[src/rtl/esclavo_pintar.sv]
// Round responder for the reaction game: random delay, target LED,
// reaction time in ms, foul detection and round-complete handshake.
module esclavo_pintar #(
  parameter int TICK_DIV = 50000,
  parameter int MAX_MS   = 9999
) (
  input  logic        iClk,
  input  logic        iReset,
  input  logic        iPintar,
  input  logic        iResetPintar,
  input  logic [7:0]  iRandom,
  input  logic        iBoton,
  output logic        oStop,
  output logic        oLed,
  output logic [13:0] oTiempo,
  output logic        oFalta,
  output logic        oValido
);

  localparam int PW = (TICK_DIV > 2) ? $clog2(TICK_DIV) : 1;
  localparam logic [PW-1:0] PLAST = PW'(TICK_DIV - 1);
  localparam logic [13:0] MAXV = 14'(MAX_MS);

  typedef enum logic [1:0] {
    IDLE,
    ESPERA,
    MEDIR,
    FIN
  } state_t;

  state_t        state;
  logic [PW-1:0] presc;
  logic [10:0]   dly;
  logic [13:0]   ms;
  logic          btnPrev;
  logic          press;
  logic          tick;

  assign press = iBoton & ~btnPrev;
  assign tick  = (presc == PLAST);

  always_ff @(posedge iClk or negedge iReset) begin
    if (!iReset) begin
      state   <= IDLE;
      presc   <= '0;
      dly     <= '0;
      ms      <= '0;
      btnPrev <= 1'b0;
      oStop   <= 1'b0;
      oLed    <= 1'b0;
      oTiempo <= '0;
      oFalta  <= 1'b0;
      oValido <= 1'b0;
    end else begin
      btnPrev <= iBoton;
      oStop   <= 1'b0;
      if (state == ESPERA || state == MEDIR)
        presc <= tick ? '0 : presc + 1'b1;
      if (iResetPintar) begin
        state   <= IDLE;
        oLed    <= 1'b0;
        oTiempo <= '0;
        oFalta  <= 1'b0;
        oValido <= 1'b0;
      end else begin
        unique case (state)
          IDLE: begin
            if (iPintar) begin
              dly   <= 11'd500 + {2'b00, iRandom, 1'b0};
              presc <= '0;
              state <= ESPERA;
            end
          end
          ESPERA: begin
            if (press) begin
              oFalta  <= 1'b1;
              oTiempo <= '0;
              oStop   <= 1'b1;
              state   <= FIN;
            end else if (tick) begin
              if (dly == 11'd1) begin
                oLed  <= 1'b1;
                ms    <= '0;
                presc <= '0;
                state <= MEDIR;
              end else begin
                dly <= dly - 1'b1;
              end
            end
          end
          MEDIR: begin
            // a press on a tick edge keeps the pre-increment count
            if (press) begin
              oTiempo <= ms;
              oValido <= 1'b1;
              oLed    <= 1'b0;
              oStop   <= 1'b1;
              state   <= FIN;
            end else if (ms >= MAXV || (tick && ms + 14'd1 >= MAXV)) begin
              ms      <= MAXV;
              oTiempo <= MAXV;
              oValido <= 1'b1;
              oLed    <= 1'b0;
              oStop   <= 1'b1;
              state   <= FIN;
            end else if (tick) begin
              ms <= ms + 14'd1;
            end
          end
          FIN: begin
          end
          default: state <= IDLE;
        endcase
      end
    end
  end

endmodule

[config.mk]
export PLATFORM = sky130hd
export DESIGN_NAME = esclavo_pintar
export DESIGN_NICKNAME = d
export VERILOG_FILES = /design/src/rtl/esclavo_pintar.sv
export SDC_FILE = /design/constraint.sdc
export NUM_CORES = 1
export LEC_CHECK = 0
export BUFFER_PORTS_ARGS = -buffer_cell sky130_fd_sc_hd__buf_4
export CAP_MARGIN = 25
export CORE_MARGIN = 1.5
export CORE_UTILIZATION = 30
export CTS_BUF_LIST = sky130_fd_sc_hd__clkbuf_4
export CTS_CLUSTER_DIAMETER = 60
export CTS_CLUSTER_SIZE = 10
export DETAILED_ROUTE_END_ITERATION = 8
export PLACE_DENSITY = 0.55
export SLEW_MARGIN = 20
export SYNTH_ARGS = -nofsm -noshare
export SYNTH_HDL_FRONTEND = slang
export SYNTH_SLANG_ARGS = --single-unit
[constraint.sdc]
create_clock -name iClk -period 8.6 [get_ports iClk]
set_input_delay 0.86 -clock iClk [delete_from_list [all_inputs] [get_ports iClk]]
set_output_delay 0.86 -clock iClk [all_outputs]
set_load 0.03 [all_outputs]
==> metrics.md, run 1 <==
| Metric | Value |
|---|---|
| Syn_area_per_cell | `8.80 um^2` |
| Mapped Area | `3720 um^2` |
| Final period util | `0.406` |
| Post-layout util | `0.348` |
| Status | `finished clean` |
| Setup bufs post-CTS | `0` |
| Vias | `3242` |
| Final hold vios | `0` |
| Worst hold path class | `reg -> reg` |
| Syn Inst Count | `423` |
| Initial Util | `0.309` |
| Pwr Total | `0.898 mW` |
| Grt ovf | `0` |
| Worst-path maximum fanout | `25` |
| Root Driver | `clkbuf_4` |
| Core ar. | `12100 um^2` |
| DRT Wirelength | `8.93 mm` |
| # DRC | `0` |
| Met3 Resource Use GR | `0.0249` |
| Number of max-cap violations | `0` |
| R2R cell count | `8` |
| Die width | `114 um` |
| Finished Cell Area | `4200 um^2` |
| Required time worst endpoint | `8.91 ns` |
| CP Class | `reg -> reg` |
| WL/cell | `14.6 um` |
| Top FF cell, synth | `dfrtp_1` |
| Tot GR Track Use | `0.144` |
| Post-Place Cell Area | `4050 um^2` |
| Final Critical Period | `3.49 ns` |
| CP endpoint kind | `register` |
| Htree depth | `3` |
| Vias in the first global route | `3057` |
| Initial antenna violation count | `0` |
| Synth warn | `0` |
| First-pass GRT wire length | `15.2 mm` |
| Met2 Track Usage GR | `0.212` |
| Hold_ws | `0.523 ns` |
| Skew final | `0.0232 ns` |
| Slew @ Worst Pin | `0.886 ns` |
| Clock Path Buffers | `2` |
| CP Launch Type | `register` |
| Share of layout cells above drive strength 1 | `0.129` |
| Post-DP HPWL | `6.22 mm` |
| Setup violations, final | `0` |
| Leakage Power | `1.75 nW` |
| Hold Buf Count CTS | `0` |
| P per Cell Area | `214 nW/um^2` |
| Fillcell total | `1261` |
| Synth Net Count | `445` |
| Ports | `31` |
| ANT nets after route | `0` |
| GR Util met1 | `0.214` |
| Clock transition at path regs | `0.12 ns` |
| Peak supply drop | `0.0000867 V` |
| Antenna cell count | `0` |
| Nets | `460` |
| Cell Rows | `40` |
| Die H | `114 um` |
| Normalized max-slew margin | `0.407` |
| Initial DRC count | `147` |
| Resized Gates After CTS | `0` |
| Seq/Total Area, Yosys | `0.417` |
| RSZ-0062 raised after global routing | `false` |
| Cts bufs inserted | `9` |
| Synth unique cells | `61` |
| CTS tree | `yes` |
| Number of synthesized register bits | `62` |
| Largest net degree at the start of global routing | `63` |
| Gpl congestion | `0.878` |
| FFs w/ async S/R, synth | `1.00` |
| Synth-to-layout area growth | `12.9%` |
| Arrival @ worst endpoint | `3.81 ns` |
| Die Area | `13100 um^2` |
| Worst skew pair latency | `0.41 ns` |
| Pre-antenna DRT Iters | `4` |
| Max Clk Rate | `286 MHz` |
| Port Buffers | `30` |
| Sink Count | `62` |
| GRT busiest layer | `met1` |
| Mean number of vias per cell | `5.31` |
| Setup total negative slack | `0 ns` |
| Slew Viols, Final | `0` |
| EDFF count, synth | `0` |
| Min-Delay Path Depth | `2` |
-- power breakdown --
| group | leakage [nW] | switching, mW | internal (mW) | total, mW |
|---|---|---|---|---|
| logic | 0.856 | 0.180 | 0.104 | 0.284 |
| clock network | 0.0883 | 0.112 | 0.123 | 0.234 |
| registers | 0.810 | 0.0478 | 0.332 | 0.380 |
-- cell type report --
cell class / instances / area (um^2) / share of cell area
timing repair buffer: 32 / 238 / 0.0566
multi-input combinational: 318 / 1990 / 0.474
tap: 168 / 210 / 0.0500
sequential: 62 / 1550 / 0.369
clock buffer: 11 / 82.6 / 0.0196
inverter: 15 / 56.3 / 0.0134
clock inverter: 5 / 73.8 / 0.0176
-- cell usage in the layout, fill, tap and decap left out, types with 7 or more instances in the layout --
| cell type | instances |
|---|---|
| a22oi_1 | 9 |
| nand3_1 | 16 |
| buf_4 | 31 |
| nand4_1 | 15 |
| xor2_1 | 15 |
| nand2_1 | 42 |
| ha_1 | 9 |
| inv_1 | 14 |
| dfrtp_1 | 62 |
| clkbuf_4 | 11 |
| a21oi_1 | 34 |
| o21ai_0 | 17 |
| and3_1 | 8 |
| nor3_1 | 11 |
| nor2_1 | 41 |
| a311oi_1 | 7 |
-- synth_stat cells, drive strengths merged (12+ instances only) --
master  count  area share
nand4      15       0.025
buf        13       0.018
o21ai      17       0.023
nand2      43       0.044
inv        14       0.014
dfrtp      62        0.42
xor2       15       0.035
nor2       41       0.041
a21oi      34       0.046
clkbuf     15       0.015
nand3      16       0.022
nor3       12       0.019
-- critical path: stages, from the launching register on --
cell,delay [ns]
dfrtp_1,0.50
ha_1,0.33
nand4_1,0.17
nor2_1,0.09
or4b_2,0.63
and3_1,0.21
nor3_4,0.73
nand2_1,0.40
a311oi_1,0.33
-- metal layers --
layer	up-vias	wire length (um)
met4	0	117
met1	1574	4600
met5	-	0
li1	1595	-
met2	62	3810
met3	11	401
-- cells by family after synthesis --
kind of cell             after synthesis  synth area share
AND/OR/NAND/NOR                      177             0.253
AO/OA/AOI/OAI                        108             0.193
flip-flops                            62             0.417
buffers and inverters                 43            0.0487
XOR/XNOR                              19            0.0447
adder cells (fa/ha/maj)                9            0.0302
multiplexers                           5            0.0134
-- path summary, 6_finish.rpt --
kind | startpoint | to | slack [ns]
max in group asynchronous | iReset | ms[11]$_DFFE_PN0P_ | 7.52
max | ms[0]$_DFFE_PN0P_ | oTiempo[6]$_DFFE_PN0P_ | 5.11
max reg2reg | ms[0]$_DFFE_PN0P_ | oTiempo[6]$_DFFE_PN0P_ | 5.11
min | oFalta$_DFFE_PN0P_ | oFalta$_DFFE_PN0P_ | 0.52
min reg2reg | oFalta$_DFFE_PN0P_ | oFalta$_DFFE_PN0P_ | 0.52
min in group asynchronous | iReset | oTiempo[10]$_DFFE_PN0P_ | 0.54
-- metrics by stage --
step / instances / setup slack, ns
after floorplan: 423 / 5.87
after global placement: 594 / 5.26
after detailed placement: 595 / 5.17
after CTS: 611 / 5.13
after global routing: 611 / 4.82
final: 611 / 5.11
-- flip-flops by register name (all words and copies together) (netlist names) --
register,flops
btnPrev,1
dly,11
ms,14
oFalta,1
oLed,1
oStop,1
oTiempo,14
oValido,1
presc,16
state,2
Note: power is estimated with default switching activity, not from simulation.
==> run 2, diff against run 1 <==
Settings changed: ABC_AREA set to 1.
Clock period 8.6 ns to 3.5 ns, I/O delays scaled along.
==> run 2 against run 1 <==
Net effect:
- wire length increased by 6.0%
- clock skew down 0.0030 ns
- sequential power grew to 2.6 times the previous value
- die area increased by 3.2%
- sequential share of layout area decreased by 1.6 points
- highest routed layer unchanged
==> metrics.md, run 2 <==
| Metric | Value |
|---|---|
| Die H | `116 um (+1.6%)` |
| Post-layout util | `0.349 (+0.000784)` |
| Core ar. | `12600 um^2 (+4.2%)` |
| Max FFs per register | `16 (unchanged)` |
| Pint | `1.44 mW (+160%)` |
| Ports | `31 (unchanged)` |
| Synth top area cells | `dfrtp_1 (40%), nand2_1 (16%), nand3_1 (6.0%)` |
| Synth unique cells | `40 (-34%)` |
| R2R cell count | `10 (+2)` |
| Fillcell total | `1366 (+8.3%)` |
| Slew Viols, Final | `0 (unchanged)` |
| Mean number of vias per cell | `4.69 (-12%)` |
| Setup bufs post-CTS | `0 (unchanged)` |
| Mapped Area | `3850 um^2 (+3.3%)` |
| First-pass GRT wire length | `16.0 mm (+4.9%)` |
| Top FF cell, synth | `dfrtp_1` |
| Die Area | `13500 um^2 (+3.2%)` |
| Slew @ Worst Pin | `0.791 ns (-0.0956 ns)` |
| CP most frequent cell | `inv_1` |
| Final period util | `0.754 (+0.348)` |
| Grt ovf | `0 (unchanged)` |
| Net Sw Frac | `0.414 (+0.0368)` |
| Peak supply drop | `0.000209 V (+140%)` |
| Post-DP HPWL | `6.90 mm (+11%)` |
| Area share of fa/ha/maj cells after synthesis | `0.0293 (-0.000964)` |
| Initial Util | `0.306 (-0.00269)` |
| CTS tree | `yes` |
| Gpl congestion | `0.852 (-2.9%)` |
| Crit-path cells | `inv_1 > ha_1 > inv_1 > nor2_1 > inv_1 > nand4_1 > inv_1 > nand3_1 > o21ai_0 > a21oi_1` |
| Tot GR Track Use | `0.152 (+0.00783)` |
| Status | `finished clean` |
| Largest family of logic cells by synthesized area | `simple AND/OR/NAND/NOR gates` |
| Worst R2R Start | `state[1]$_DFFE_PN0P_` |
| Die width | `116 um (+1.6%)` |
| Logic gate share of total power | `0.371 (+0.055)` |
| Final hold vios | `0 (unchanged)` |
| # DRC | `0 (unchanged)` |
| Biggest regs | `presc (16), ms (14), oTiempo (14)` |
| Mux cell area share after synthesis | `0 (-0.0134)` |
| Non-filler cells, final | `754 (+23%)` |
| Number of synthesized register bits | `62 (unchanged)` |
| Clock Path Buffers | `2 (unchanged)` |
| Syn Inst Count | `546 (+29%)` |
| Port Buffers | `30 (unchanged)` |
| Most frequent cells after synthesis | `nand2_1 (159), dfrtp_1 (62), inv_1 (61), nor2_1 (61), nand3_1 (46)` |
| Setup slack, reg-to-reg | `0.86 ns (-4.24 ns)` |
| Capturing point of the worst reg2reg path | `dly[10]$_DFFE_PN0P_` |
| DRT Wirelength | `9.47 mm (+6.0%)` |
| Resized Gates After CTS | `0 (unchanged)` |
| Slowest stage cell, crit path | `dfrtp_1` |
| Most common cell after layout, fill and taps aside | `nand2_1` |
| Psw | `1.02 mW (+200%)` |
| Synth warn | `0 (unchanged)` |
| Worst skew pair latency | `0.43 ns (+0.02 ns)` |
| Seq pwr share | `0.395 (-0.028)` |
| Syn_area_per_cell | `7.04 um^2 (-20%)` |
| XOR/XNOR Fraction of Synth Area | `0.0182 (-0.0265)` |
| Largest net degree at the start of global routing | `63 (unchanged)` |
| ANT nets after route | `0 (unchanged)` |
| CP Launch Type | `register` |
| Synth Net Count | `568 (+28%)` |
| Sink Count | `62 (unchanged)` |
| Cell Rows | `41 (+2.5%)` |
| Worst-path maximum fanout | `15 (-40%)` |
| Setup total negative slack | `0 ns (unchanged)` |
| Synth-to-layout area growth | `14.1%` |
| Skew final | `0.0202 ns (-0.00297 ns)` |
| Pre-antenna DRT Iters | `4 (unchanged)` |
| Initial DRC count | `211 (+44%)` |
| CP peak stage delay | `0.40 ns (-0.33 ns)` |
| Largest Register | `presc` |
| Seq/Total Area, Yosys | `0.403 (-0.0133)` |
| Htree depth | `3 (unchanged)` |
| FFs w/ async S/R, synth | `1.00 (unchanged)` |
| Finished Cell Area | `4390 um^2 (+4.4%)` |
| Post-Place Cell Area | `4230 um^2 (+4.5%)` |
| Max Clk Rate | `379 MHz (+32%)` |
| Final Critical Period | `2.64 ns (-0.856 ns)` |
| Most frequent cells in the layout | `nand2_1 (159), dfrtp_1 (62), nor2_1 (61), inv_1 (61), nand3_1 (46)` |
| Clock transition at path regs | `0.11 ns (about the same)` |
| Clock power share | `0.234 (-0.027)` |
| WL/cell | `12.6 um (-14%)` |
| Vias in the first global route | `3278 (+7.2%)` |
| Nets | `598 (+30%)` |
| P per Cell Area | `561 nW/um^2 (+160%)` |
| Pwr Total | `2.46 mW (+170%)` |
| RSZ-0062 raised after global routing | `false` |
| Cts bufs inserted | `9 (unchanged)` |
| Yosys top cell by area | `dfrtp_1` |
| CP Class | `reg -> reg` |
| Synth Area in Compound Gates | `0.101 (-0.0924)` |
| CP endpoint kind | `register` |
| Initial antenna violation count | `0 (unchanged)` |
| Required time worst endpoint | `3.82 ns (-5.09 ns)` |
| Hold Buf Count CTS | `0 (unchanged)` |
| Leakage Power | `2.16 nW (+23%)` |
| Vias | `3537 (+9.1%)` |
| Synth Area in Simple Gates | `0.367 (+0.113)` |
| EDFF count, synth | `0 (unchanged)` |
| Setup violations, final | `0 (unchanged)` |
| Arrival @ worst endpoint | `2.96 ns (-0.85 ns)` |
| Worst hold path class | `in -> async` |
| Multi-input gate area | `1980 um^2 (-0.57%)` |
| Top cell type's share of synthesized area | `0.403 (-0.0133)` |
| Cell with the most instances after synthesis | `nand2_1` |
| Placed cells | `737 (+24%)` |
| Normalized max-slew margin | `0.469 (+0.0616)` |
| Number of max-cap violations | `0 (unchanged)` |
| Share of layout cells above drive strength 1 | `0.110 (-0.0185)` |
| Root Driver | `clkbuf_4` |
| FF/Latch Area | `1550 um^2 (unchanged)` |
run 2: cell types whose count changed after synthesis, sizes merged, moves of 9 or more:
cell / delta
a21oi: -19
a22oi: -9
clkbuf: -12
inv: +52
nand2: +118
nand3: +33
nor2: +24
o21ai: +26
xor2: -9
run 2: cell families after synthesis:
| family | count (synthesis) |
|---|---|
| AO/OA/AOI/OAI | 70 |
| AND/OR/NAND/NOR | 318 |
| flip-flops | 62 |
| adder cells (fa/ha/maj) | 9 |
| XOR/XNOR | 8 |
| buffers and inverters | 79 |
run 2: metal layers:
| layer | vias up | part of all wire | track usage |
|---|---|---|---|
| met3 | 12 | 0.029 | 0.0265 |
| li1 | 1856 | - | - |
| met4 | 0 | 0.017 | 0.0634 |
| met1 | 1629 | 0.52 | 0.219 |
| met5 | - | 0 | 0 |
| met2 | 40 | 0.43 | 0.225 |
run 2: cell type report:
class / instances / area share
multi-input combinational: 405 / 0.451
sequential: 62 / 0.353
inverter: 67 / 0.0573
timing repair buffer: 31 / 0.0530
tap: 172 / 0.0490
clock buffer: 11 / 0.0188
clock inverter: 5 / 0.0168
antenna: 1 / 0.000570
run 2: metrics by stage:
step,setup WS [ns],hold WS [ns]
final,0.862,0.00663
after global placement,0.960,0.461
after global routing,0.596,0.000968
after floorplan,1.48,0.0544
after detailed placement,0.868,0.465
after CTS,0.831,0.0166
run 2: worst max path at each step:
stage                    startpoint                  end  slack (ns)  cells past startpoint
2_1_floorplan  state[0]$_DFFE_PN0P_  presc[14]$_DFF_PN0_        1.48                     11
3_3_place_gp   state[1]$_DFFE_PN0P_  dly[10]$_DFFE_PN0P_        0.96                     10
3_5_place_dp   state[1]$_DFFE_PN0P_  dly[10]$_DFFE_PN0P_        0.87                     10
4_1_cts        state[1]$_DFFE_PN0P_  dly[10]$_DFFE_PN0P_        0.83                     10
5_1_grt        state[1]$_DFFE_PN0P_  dly[10]$_DFFE_PN0P_        0.60                     10
6_report       state[1]$_DFFE_PN0P_  dly[10]$_DFFE_PN0P_        0.86                     10
run 2: worst max-delay path, delay by kind of cell (launching register included):
kind	cells	cell delay [ns]
AO/OA/AOI/OAI	2	0.23
buffers and inverters	4	0.98
flip-flops	1	0.40
AND/OR/NAND/NOR	3	0.56
adder cells (fa/ha/maj)	1	0.36
run 2: power groups by stage:
stage	Combinational, mW	Sequential, mW	Clock (mW)
3_3_place_gp	0.903	0.983	0
2_1_floorplan	0.681	0.977	0
3_5_place_dp	0.915	0.985	0
4_1_cts	0.921	0.972	0.591
6_report	0.915	0.973	0.575
5_1_grt	1.06	0.992	0.636
==> run 3, diff against run 2 <==
Settings changed: PLACE_DENSITY 0.55 to 0.56.
Clock period 3.5 ns to 2.4 ns, I/O delays scaled along.
==> run 3 against run 2 <==
Net effect:
- sequential cell count is the same
- final cell count increased by 1.5%
- clock skew up 0.0022 ns
- register-to-register slack worse by 0.64 ns
- die area unchanged
- final area rose by 2.8%
- utilization grew 0.98 points
- worst setup slack worse by 0.64 ns
- global-route usage up 0.34 points
- clock-buffer cell count shrank 2
- maximum frequency grew 21%
- sequential share of layout area is 0.93 points lower
- largest power group unchanged
==> metrics.md, run 3 (synthesized netlist as in run 2, its figures left out) <==
| Metric | Value |
|---|---|
| Status | `finished clean` |
| Tot GR Track Use | `0.155 (+0.00341)` |
| DRT Wirelength | `9.70 mm (+2.4%)` |
| Number of max-cap violations | `0 (unchanged)` |
| Max Clk Rate | `458 MHz (+21%)` |
| Worst hold path class | `in -> reg` |
| Setup bufs post-CTS | `0 (unchanged)` |
| Die Area | `13500 um^2 (unchanged)` |
| Final Critical Period | `2.18 ns (-0.456 ns)` |
| Initial antenna violation count | `0 (unchanged)` |
| P per Cell Area | `821 nW/um^2 (+46%)` |
| Die H | `116 um (unchanged)` |
| Pre-antenna DRT Iters | `4 (unchanged)` |
| Finished Cell Area | `4510 um^2 (+2.8%)` |
| Gpl congestion | `0.892 (+4.7%)` |
| Worst-path maximum fanout | `14 (-1)` |
| Nets | `610 (+2.0%)` |
| Required time worst endpoint | `2.72 ns (-1.10 ns)` |
| Setup slack, reg-to-reg | `0.22 ns (-0.64 ns)` |
| Peak supply drop | `0.000293 V (+40%)` |
| Cell Rows | `41 (unchanged)` |
| Antenna cell count | `0 (-1)` |
| Grt ovf | `0 (unchanged)` |
| Largest net degree at the start of global routing | `63 (unchanged)` |
| Leakage Power | `2.22 nW (+2.7%)` |
| Share of layout cells above drive strength 1 | `0.130 (+0.0197)` |
| CP Launch Type | `register` |
| First-pass GRT wire length | `16.6 mm (+3.8%)` |
| WL/cell | `12.7 um (+0.97%)` |
| Die width | `116 um (unchanged)` |
| Largest Register | `presc` |
| Placement Setup Slack | `0.149 ns (-0.718 ns)` |
| Htree depth | `3 (unchanged)` |
| Capturing point of the worst reg2reg path | `oTiempo[7]$_DFFE_PN0P_` |
| Core ar. | `12600 um^2 (unchanged)` |
| Initial Util | `0.306 (unchanged)` |
| Worst setup margin | `0.217 ns (-0.644 ns)` |
| Most frequent cells in the layout | `nand2_1 (159), nor2_1 (61), inv_1 (61), dfrtp_1 (61), nand3_1 (46)` |
| Synth-to-layout area growth | `17.3%` |
| Slew @ Worst Pin | `0.808 ns (+0.0167 ns)` |
| CP endpoint kind | `register` |
| Clock Path Buffers | `2 (unchanged)` |
| Worst setup path end | `oTiempo[7]$_DFFE_PN0P_` |
| ANT nets after route | `0 (unchanged)` |
| Setup violations, final | `0 (unchanged)` |
| Biggest regs | `presc (16), ms (14), oTiempo (14)` |
| Post-Place Cell Area | `4310 um^2 (+1.8%)` |
| Min-Delay Path Depth | `4` |
| Port Buffers | `30 (unchanged)` |
| Slew Viols, Final | `0 (unchanged)` |
| Final period util | `0.909 (+0.156)` |
| Mean number of vias per cell | `4.85 (+3.4%)` |
| Ports | `31 (unchanged)` |
| Final hold vios | `0 (unchanged)` |
| Skew final | `0.0224 ns (+0.00223 ns)` |
| Max FFs per register | `16 (unchanged)` |
| Normalized max-slew margin | `0.462 (-0.00706)` |
| Vias | `3711 (+4.9%)` |
| Clock transition at path regs | `0.12 ns (about the same)` |
| Cts bufs inserted | `9 (unchanged)` |
| Initial DRC count | `232 (+10%)` |
| Setup total negative slack | `0 ns (unchanged)` |
| Worst skew pair latency | `0.44 ns (about the same)` |
| Most common cell after layout, fill and taps aside | `nand2_1` |
| Sink Count | `62 (unchanged)` |
| Post-DP HPWL | `7.12 mm (+3.2%)` |
| Root Driver | `clkbuf_4` |
| Arrival @ worst endpoint | `2.51 ns (-0.45 ns)` |
| Critical path origin | `ms[0]$_DFFE_PN0P_` |
| RSZ-0062 raised after global routing | `false` |
| Worst R2R Start | `ms[0]$_DFFE_PN0P_` |
| R2R cell count | `15 (+5)` |
| Vias in the first global route | `3521 (+7.4%)` |
| CTS tree | `yes` |
| CP Class | `reg -> reg` |
| # DRC | `0 (unchanged)` |
==> run 3: cell count changes in the layout (fill, tap and decap cells not counted), sizes merged <==
cell         previous run  this run
diode                   1         0
clkinv                  4         2
clkinvlp                0         4
clkbuf                 11         9
dlygate4sd3             0         2
buf                    31        41
==> run 3: how the worst min path moves through the flow <==
stage          slack [ns]    startpoint                  end
3_5_place_dp         0.36        iBoton    btnPrev$_DFF_PN0_
3_3_place_gp         0.36        iBoton    btnPrev$_DFF_PN0_
2_1_floorplan       -0.06        iReset    btnPrev$_DFF_PN0_
4_1_cts               0.1    iRandom[1]   dly[2]$_DFFE_PN0P_
6_report             0.12    iRandom[1]   dly[2]$_DFFE_PN0P_
5_1_grt              0.14  iResetPintar  oValido$_DFFE_PN0P_
==> run 3: repair_timing <==
item | CTS | global route
hold buffers | 2 | 0
resized for setup | 0 | 4
setup endpoints to repair | 0 | 23
endpoints found under the hold margin | 63 | 0
==> run 3: final cells by class <==
class                           instances  area (um^2)
Multi-Input combinational cell        405         2000
Fill cell                            1347         8060
Clock inverter                          7         98.8
Inverter                               67          251
Sequential cell                        62         1550
Tap cell                              172          215
Clock buffer                            9         67.6
Timing Repair Buffer                   43          328
==> run 3: where the power goes <==
part / switching [mW] / internal, mW
sequential: 0.183 / 1.24
clock: 0.444 / 0.422
combinational: 0.931 / 0.488
==> run 3: worst max-delay path, cell delays in order, from the launching register on <==
cell	delay, ns
dfrtp_2	0.45
ha_1	0.26
nand2_1	0.18
inv_1	0.06
nor2_1	0.13
nand2_1	0.07
nor2_1	0.11
nor2_1	0.06
nand2_1	0.06
nand2_1	0.06
nand2_1	0.11
nand2_4	0.14
nand4_4	0.16
nand2_8	0.10
nand2_1	0.08
nand2_1	0.04
==> run 3: per-layer routing <==
metal	wire length (um)	track usage	up-vias
li1	-	-	1867
met2	4270	0.235	86
met3	424	0.0301	12
met1	4860	0.215	1746
met4	147	0.0724	0
met5	0	0	-
==> run 3: per-stage QoR <==
step	utilization	hold slack [ns]	instances	power [mW]
6_report	0.359	0.120	765	3.71
5_1_grt	0.359	0.139	765	4.01
4_1_cts	0.357	0.0972	765	3.72
3_5_place_dp	0.343	0.364	747	2.84
3_3_place_gp	0.343	0.363	747	2.81
2_1_floorplan	-	-0.0556	546	2.42
